==> src/rtl/lane_packer.sv <==
// rtl/lane_packer.sv - packs a scalar stream into NUM_LANES-lane wide words
//
// Ports:
//   clk, rst          single clock, synchronous active-high reset
//   s_tdata/s_tvalid/s_tlast/s_tready   scalar input stream, one lane per beat
//   m_tdata/m_tvalid/m_tlast/m_tready   packed output stream
//   m_tlanes          number of filled lanes in m_tdata (1..NUM_LANES)

module lane_packer #(
    parameter int unsigned LANE_WIDTH     = 16,
    parameter int unsigned NUM_LANES      = 16,
    parameter int unsigned OUT_DATA_WIDTH = 256
) (
    input  logic                          clk,
    input  logic                          rst,
    input  logic [LANE_WIDTH-1:0]         s_tdata,
    input  logic                          s_tvalid,
    input  logic                          s_tlast,
    output logic                          s_tready,
    output logic [OUT_DATA_WIDTH-1:0]     m_tdata,
    output logic                          m_tvalid,
    output logic                          m_tlast,
    output logic [$clog2(NUM_LANES):0]    m_tlanes,
    input  logic                          m_tready
);

    localparam int CNT_W = $clog2(NUM_LANES);
    localparam int TL_W  = CNT_W + 1;

    logic [OUT_DATA_WIDTH-1:0] pack_q;
    logic [CNT_W-1:0]          lane_cnt_q;
    logic [OUT_DATA_WIDTH-1:0] out_data_q;
    logic                      out_valid_q;
    logic                      out_last_q;
    logic [TL_W-1:0]           out_lanes_q;

    logic                      accept;
    logic                      completing;
    logic [OUT_DATA_WIDTH-1:0] merged;

    // The output register can take a new word when it is empty or being drained.
    assign s_tready   = !out_valid_q || m_tready;
    assign accept     = s_tvalid && s_tready;
    // NUM_LANES is a power of two, so the top lane index is all ones.
    assign completing = accept && ((&lane_cnt_q) || s_tlast);

    // Lanes at and above lane_cnt_q in pack_q are always zero because pack_q is
    // cleared on every completing beat, so the merge only has to insert one lane
    // and unused lanes of a short word come out zero without extra masking.
    always_comb begin
        merged = pack_q;
        for (int k = 0; k < NUM_LANES; k++) begin
            if (lane_cnt_q == k[CNT_W-1:0]) begin
                merged[k*LANE_WIDTH +: LANE_WIDTH] = s_tdata;
            end
        end
    end

    always_ff @(posedge clk) begin
        if (rst) begin
            pack_q      <= '0;
            lane_cnt_q  <= '0;
            out_data_q  <= '0;
            out_valid_q <= 1'b0;
            out_last_q  <= 1'b0;
            out_lanes_q <= '0;
        end else begin
            if (completing) begin
                out_data_q  <= merged;
                out_valid_q <= 1'b1;
                out_last_q  <= s_tlast;
                out_lanes_q <= TL_W'(lane_cnt_q) + TL_W'(1);
                pack_q      <= '0;
                lane_cnt_q  <= '0;
            end else begin
                if (accept) begin
                    pack_q     <= merged;
                    lane_cnt_q <= lane_cnt_q + CNT_W'(1);
                end
                // A drain with no replacement word empties the output register.
                if (out_valid_q && m_tready) begin
                    out_valid_q <= 1'b0;
                end
            end
        end
    end

    assign m_tdata  = out_data_q;
    assign m_tvalid = out_valid_q;
    assign m_tlast  = out_last_q;
    assign m_tlanes = out_lanes_q;

endmodule
==> config.mk <==
export PLATFORM = sky130hd
export DESIGN_NAME = lane_packer
export DESIGN_NICKNAME = d
export VERILOG_FILES = /design/src/rtl/lane_packer.sv
export SDC_FILE = /design/constraint.sdc
export NUM_CORES = 1
export LEC_CHECK = 0
export ABC_AREA = 1
export CAP_MARGIN = 0
export CORE_UTILIZATION = 45
export CTS_CLUSTER_DIAMETER = 40
export DETAILED_ROUTE_END_ITERATION = 6
export PLACE_DENSITY_LB_ADDON = 0.12
export RECOVER_POWER = 25
export SETUP_SLACK_MARGIN = 0.15
export SLEW_MARGIN = 40
export SYNTH_ARGS = -nofsm -noshare
export SYNTH_HDL_FRONTEND = slang
export SYNTH_SLANG_ARGS = --single-unit
==> constraint.sdc <==
create_clock -name clk -period 1.9 [get_ports clk]
set_input_delay 0.19 -clock clk [delete_from_list [all_inputs] [get_ports clk]]
set_output_delay 0.19 -clock clk [all_outputs]
set_load 0.005 [all_outputs]
# Yosys cells after proc, flatten, opt, wreduce, memory -nomap -nowiden
# Index checks and enable logic that the tools add are counted.
# op_classes
add_sub_neg	2
n_eq_ne	15
muxes	18
reduce_logical	10
# op_table
op	n
$mux 16	16
$eq 4x4->1 const B	8
$eq 4x3->1 const B	4
$eq 4x2->1 const B	2
$add 4x1->5 const B	1
$add 4x1->4 const B	1
$eq 4x1->1 const B	1
$logic_not 4->1	1
$reduce_and 4->1	1
$logic_and 1x1->1	3
$logic_or 1x1->1	2
$mux 1	2
$reduce_bool 2->1	1
$reduce_or 2->1	1
$logic_not 1->1	1
# totals
reg_bits	523
input_bits	21
out_inout_bits	264
elab_cells	51

# Longest topological paths before layout
# depth
ltp_word	5
mapped_depth	11
depth_no_buf	9

# Least setup slack after synthesis
# No wires, ideal clock.
# synth_path
path_kind	register to register
start	register lane_cnt_q[0]
end	register out_data_q[166] (netlist: m_tdata[166])
setup_time_ns	0.113
arrival_ns	1.603
required_ns	1.787
path_slack_ns	0.185
path_stages_with_launch	11
path_buffers	3
synth_period_minus_slack_ns	1.715
path_cell_list	dfxtp_1 > inv_1 > ha_1 > buf_2 > clkbuf_1 > clkbuf_1 > nand3_1 > nand2_1 > nand2_1 > nand2_1 > nor2_1
# synth_via
elab_chain_len	3
elab_cells_between_ends	5
cone_classes	eq/ne: 1; mux: 1; reduce/logical: 3
# synth_rtl
item	line_no	source
start: declaration	31	logic [CNT_W-1:0] lane_cnt_q;
start signal: assignment	78	lane_cnt_q <= lane_cnt_q + CNT_W'(1);
$reduce_and 4->1	45	assign completing = accept && ((&lane_cnt_q) || s_tlast);
$logic_or 1x1->1	45	
$logic_and 1x1->1	45	
end signal: assignment	69	out_data_q <= merged;
end: declaration	32	logic [OUT_DATA_WIDTH-1:0] out_data_q;
# Several ways; a longest one is shown, not always the timed one.
# A chain may end at the register's enable or synchronous reset.

# Final worst setup path
# layout_path
start	register lane_cnt_q[0]
end	register out_data_q[15] (netlist: m_tdata[15])
# Same word-level chain as after synthesis.

==> impl_metrics.env <==
export IMPL_cts_sinks=523
export IMPL_synthXorXnorAreaFrac_pct=0.0745
export IMPL_maxSlewHeadroom_pct=68.4
export IMPL_drc=0
export IMPL_start_kind="flip-flop"
export IMPL_max_cap_violations=0
export IMPL_drive_gt1_share_pct=9.10
export IMPL_p_leak_uw=0.0134
export IMPL_cts_root_buf="clkbuf_16"
export IMPL_numCtsBuffers=83
export IMPL_clk_pin_slew_ns=0.06
export IMPL_worstSkewPairLatency_ns=0.62
export IMPL_dr_pass1_iters=5
export IMPL_coreArea_um2=51500
export IMPL_p_comb_share_pct=11.9
export IMPL_ys_warn_count=0
export IMPL_period_share_pct=91.9
export IMPL_clockBufferDepth=3
export IMPL_p_seq_share_pct=37.7
export IMPL_ant_nets=0
export IMPL_grt_pass1_wl_mm=115
export IMPL_finClkSkew_ns=0.0211
export IMPL_synth_seq_cells=523
export IMPL_internal_power_uw=22700
export IMPL_grt_max_degree=87
export IMPL_synth_simple_area_share_pct=40.0
export IMPL_fp_row_count=83
export IMPL_status="finished, final reports clean"
export IMPL_gr_total_overflow=0
export IMPL_place_hpwl_mm=46.2
export IMPL_p_total_uw=30800
export IMPL_ff2ff_path_depth=11
export IMPL_switchingPower_uw=8120
export IMPL_hold_viol=0
export IMPL_vias_per_cell=5.00
export IMPL_die_y_um=231
export IMPL_power_switching_share_pct=26.3
export IMPL_crit_required_ns=2.44
export IMPL_cts_tree="done"
export IMPL_final_setup_viol_count=0
export IMPL_worstPathMaxFanout=17
export IMPL_antenna_found_initial=0
export IMPL_holdPathStages=3
export IMPL_initial_utilization_pct=45.7
export IMPL_drt_iter0_drc=2217
export IMPL_grt_setup_unrepaired="yes"
export IMPL_fin_crit_ns=1.75
export IMPL_nets=4036
export IMPL_slew_viol_final=0
export IMPL_end_kind="flip-flop"
export IMPL_synthAdderAreaFrac_pct=0.213
export IMPL_areaGrowthSynthToFinish_pct=36.1
export IMPL_hold_slack_ns=0.218
export IMPL_ctsHtreeMaxLevel=3
export IMPL_diodes=0
export IMPL_die_w_um=231
export IMPL_synth_edff_count=0
export IMPL_max_freq_mhz=572
export IMPL_ir_drop_v=0.000648
export IMPL_ioPinCount=285
export IMPL_synthesis_nets=3718
export IMPL_synth_top_family_by_area="simple AND/OR/NAND/NOR gates"
export IMPL_synth_cell_type_count=18
export IMPL_synthCells=3693
export IMPL_arrival_ns=2.29
export IMPL_die_area_um2=53200
export IMPL_wl_per_cell_um=15.8
export IMPL_pwr_share_clk_pct=50.3
export IMPL_synth_seq_area_share_pct=44.5
export IMPL_synth_compound_gate_area_share_pct=5.66
export IMPL_grt_pass1_vias=21386
export IMPL_synth_mux_area_share_pct=0
export IMPL_p_per_area_nw_per_um2=964
export IMPL_ys_flop_type="dfxtp_1"
export IMPL_hold_path_class="input pin to flip-flop"
export IMPL_gp_congestion=0.809
export IMPL_syn_avg_cell_area_um2=6.37
export IMPL_num_vias=23789
export IMPL_fin_util_pct=62.1
export IMPL_critical_path_class="flip-flop to flip-flop"
export IMPL_routed_wl_mm=75.2
export IMPL_port_buffers=284
export IMPL_tightest_slew_ns=0.473
export IMPL_synthArstFlopShare_pct=0
export IMPL_grt_usage_pct=26.9
export IMPL_netlist_area_um2=23500
-- cells in the final DEF (no fill, tap or decap), types with 10 or more instances in the layout --
| cell | instances |
|---|---|
| a21oi_1 | 246 |
| buf_12 | 67 |
| inv_1 | 283 |
| buf_16 | 12 |
| clkbuf_1 | 10 |
| nand2_1 | 1381 |
| inv_8 | 10 |
| dfxtp_1 | 516 |
| clkdlybuf4s50_1 | 280 |
| nand3_1 | 426 |
| nor2_1 | 542 |
| inv_6 | 15 |
| buf_6 | 14 |
| clkbuf_16 | 101 |
| buf_4 | 75 |
| o21ai_0 | 18 |
-- critical path, cell delays in order (launching register included) --
cell and delay, ns:
dfxtp_4 0.36, inv_1 0.19, ha_4 0.23, buf_4 0.14, buf_12 0.14, nand2_4 0.08
buf_4 0.15, nand2_1 0.09, nand2_2 0.08, nand2_1 0.07, nand2_1 0.05, nor2_1 0.09
-- power by group through the flow --
stage | Clock [uW] | Sequential, uW | Combinational, uW
after floorplan | 0 | 11800 | 1680
after global placement | 0 | 11900 | 3400
after detailed placement | 0 | 11900 | 3410
after CTS | 15700 | 11600 | 3520
after global routing | 16200 | 11700 | 4010
final | 15500 | 11600 | 3680
-- state kept, by name, indices dropped and copies added, names as in the netlist --
name / count
lane_cnt_q: 4
m_tdata: 256
m_tlanes: 5
m_tlast: 1
m_tvalid: 1
pack_q: 256
-- final timing paths --
kind / from / slack, ns / to
worst max-delay path: lane_cnt_q[0]$_SDFFE_PP0P_ / 0.15 / m_tdata[15]$_SDFFE_PP0P_
worst min-delay path: s_tlast / 0.22 / m_tlast$_SDFFE_PP0P_
worst max register to register: lane_cnt_q[0]$_SDFFE_PP0P_ / 0.15 / m_tdata[15]$_SDFFE_PP0P_
worst min register to register: m_tlast$_SDFFE_PP0P_ / 0.46 / m_tlast$_SDFFE_PP0P_
-- cell families after synthesis --
family / count (synthesis)
AOI/OAI and AO/OA: 266
xor gates and xnor gates: 2
adders and majority gates: 4
buffers and inverters: 536
DFF: 523
and+or+nand+nor: 2362
-- area by class of cell --
cell class / count / area (um2)
Inverter: 286 / 1080
Fill cell: 4755 / 19500
Timing Repair Buffer: 483 / 5750
Clock buffer: 98 / 2260
Multi-Input combinational cell: 2634 / 11000
Sequential cell: 523 / 10500
Clock inverter: 55 / 614
Tap cell: 680 / 851
-- metrics by stage --
step                setup slack (ns)  std cells  setup TNS [ns]  instance area (um2)
CTS                           0.0442       4730               0                31400
finish                         0.153       4759               0                32000
detailed placement           -0.0299       4568          -0.537                28300
global placement             -0.0186       4568          -0.195                28300
global route                  0.0643       4759               0                32000
floorplan                      0.185       3693               0                23500
-- per-layer routing --
| metal | vias to the layer above | share of wire (%) | global-route usage, % |
|---|---|---|---|
| li1 | 12069 | - | - |
| met1 | 10818 | 44 | 35.8 |
| met2 | 766 | 47 | 44.4 |
| met3 | 136 | 6.6 | 3.94 |
| met4 | 0 | 2.8 | 9.42 |
| met5 | - | 0 | 0 |
-- timing repair --
| item | 4_1_cts | 5_1_grt |
|---|---|---|
| hold buffers | 0 | 0 |
| pin swaps | 1 | 4 |
| endpoints found under the setup margin | 242 | 386 |
| gates resized for setup | 29 | 40 |
| setup buffers | 4 | 10 |
| gates cloned | 5 | 19 |
-- cells in the mapped netlist, types with 3 or more instances --
cell         n  area share (%)
buf_4       22            0.70
nand3_1    429             9.1
nor2_2       3           0.080
o21ai_0     18            0.38
buf_1       27            0.43
inv_1      284             4.5
clkbuf_1    95             1.5
buf_2      105             2.2
dfxtp_1    523              45
a21oi_1    248             5.3
nand2_1   1385              22
ha_1         4            0.21
nor2_1     543             8.7
No activity file was read; power rests on OpenSTA's default activity.
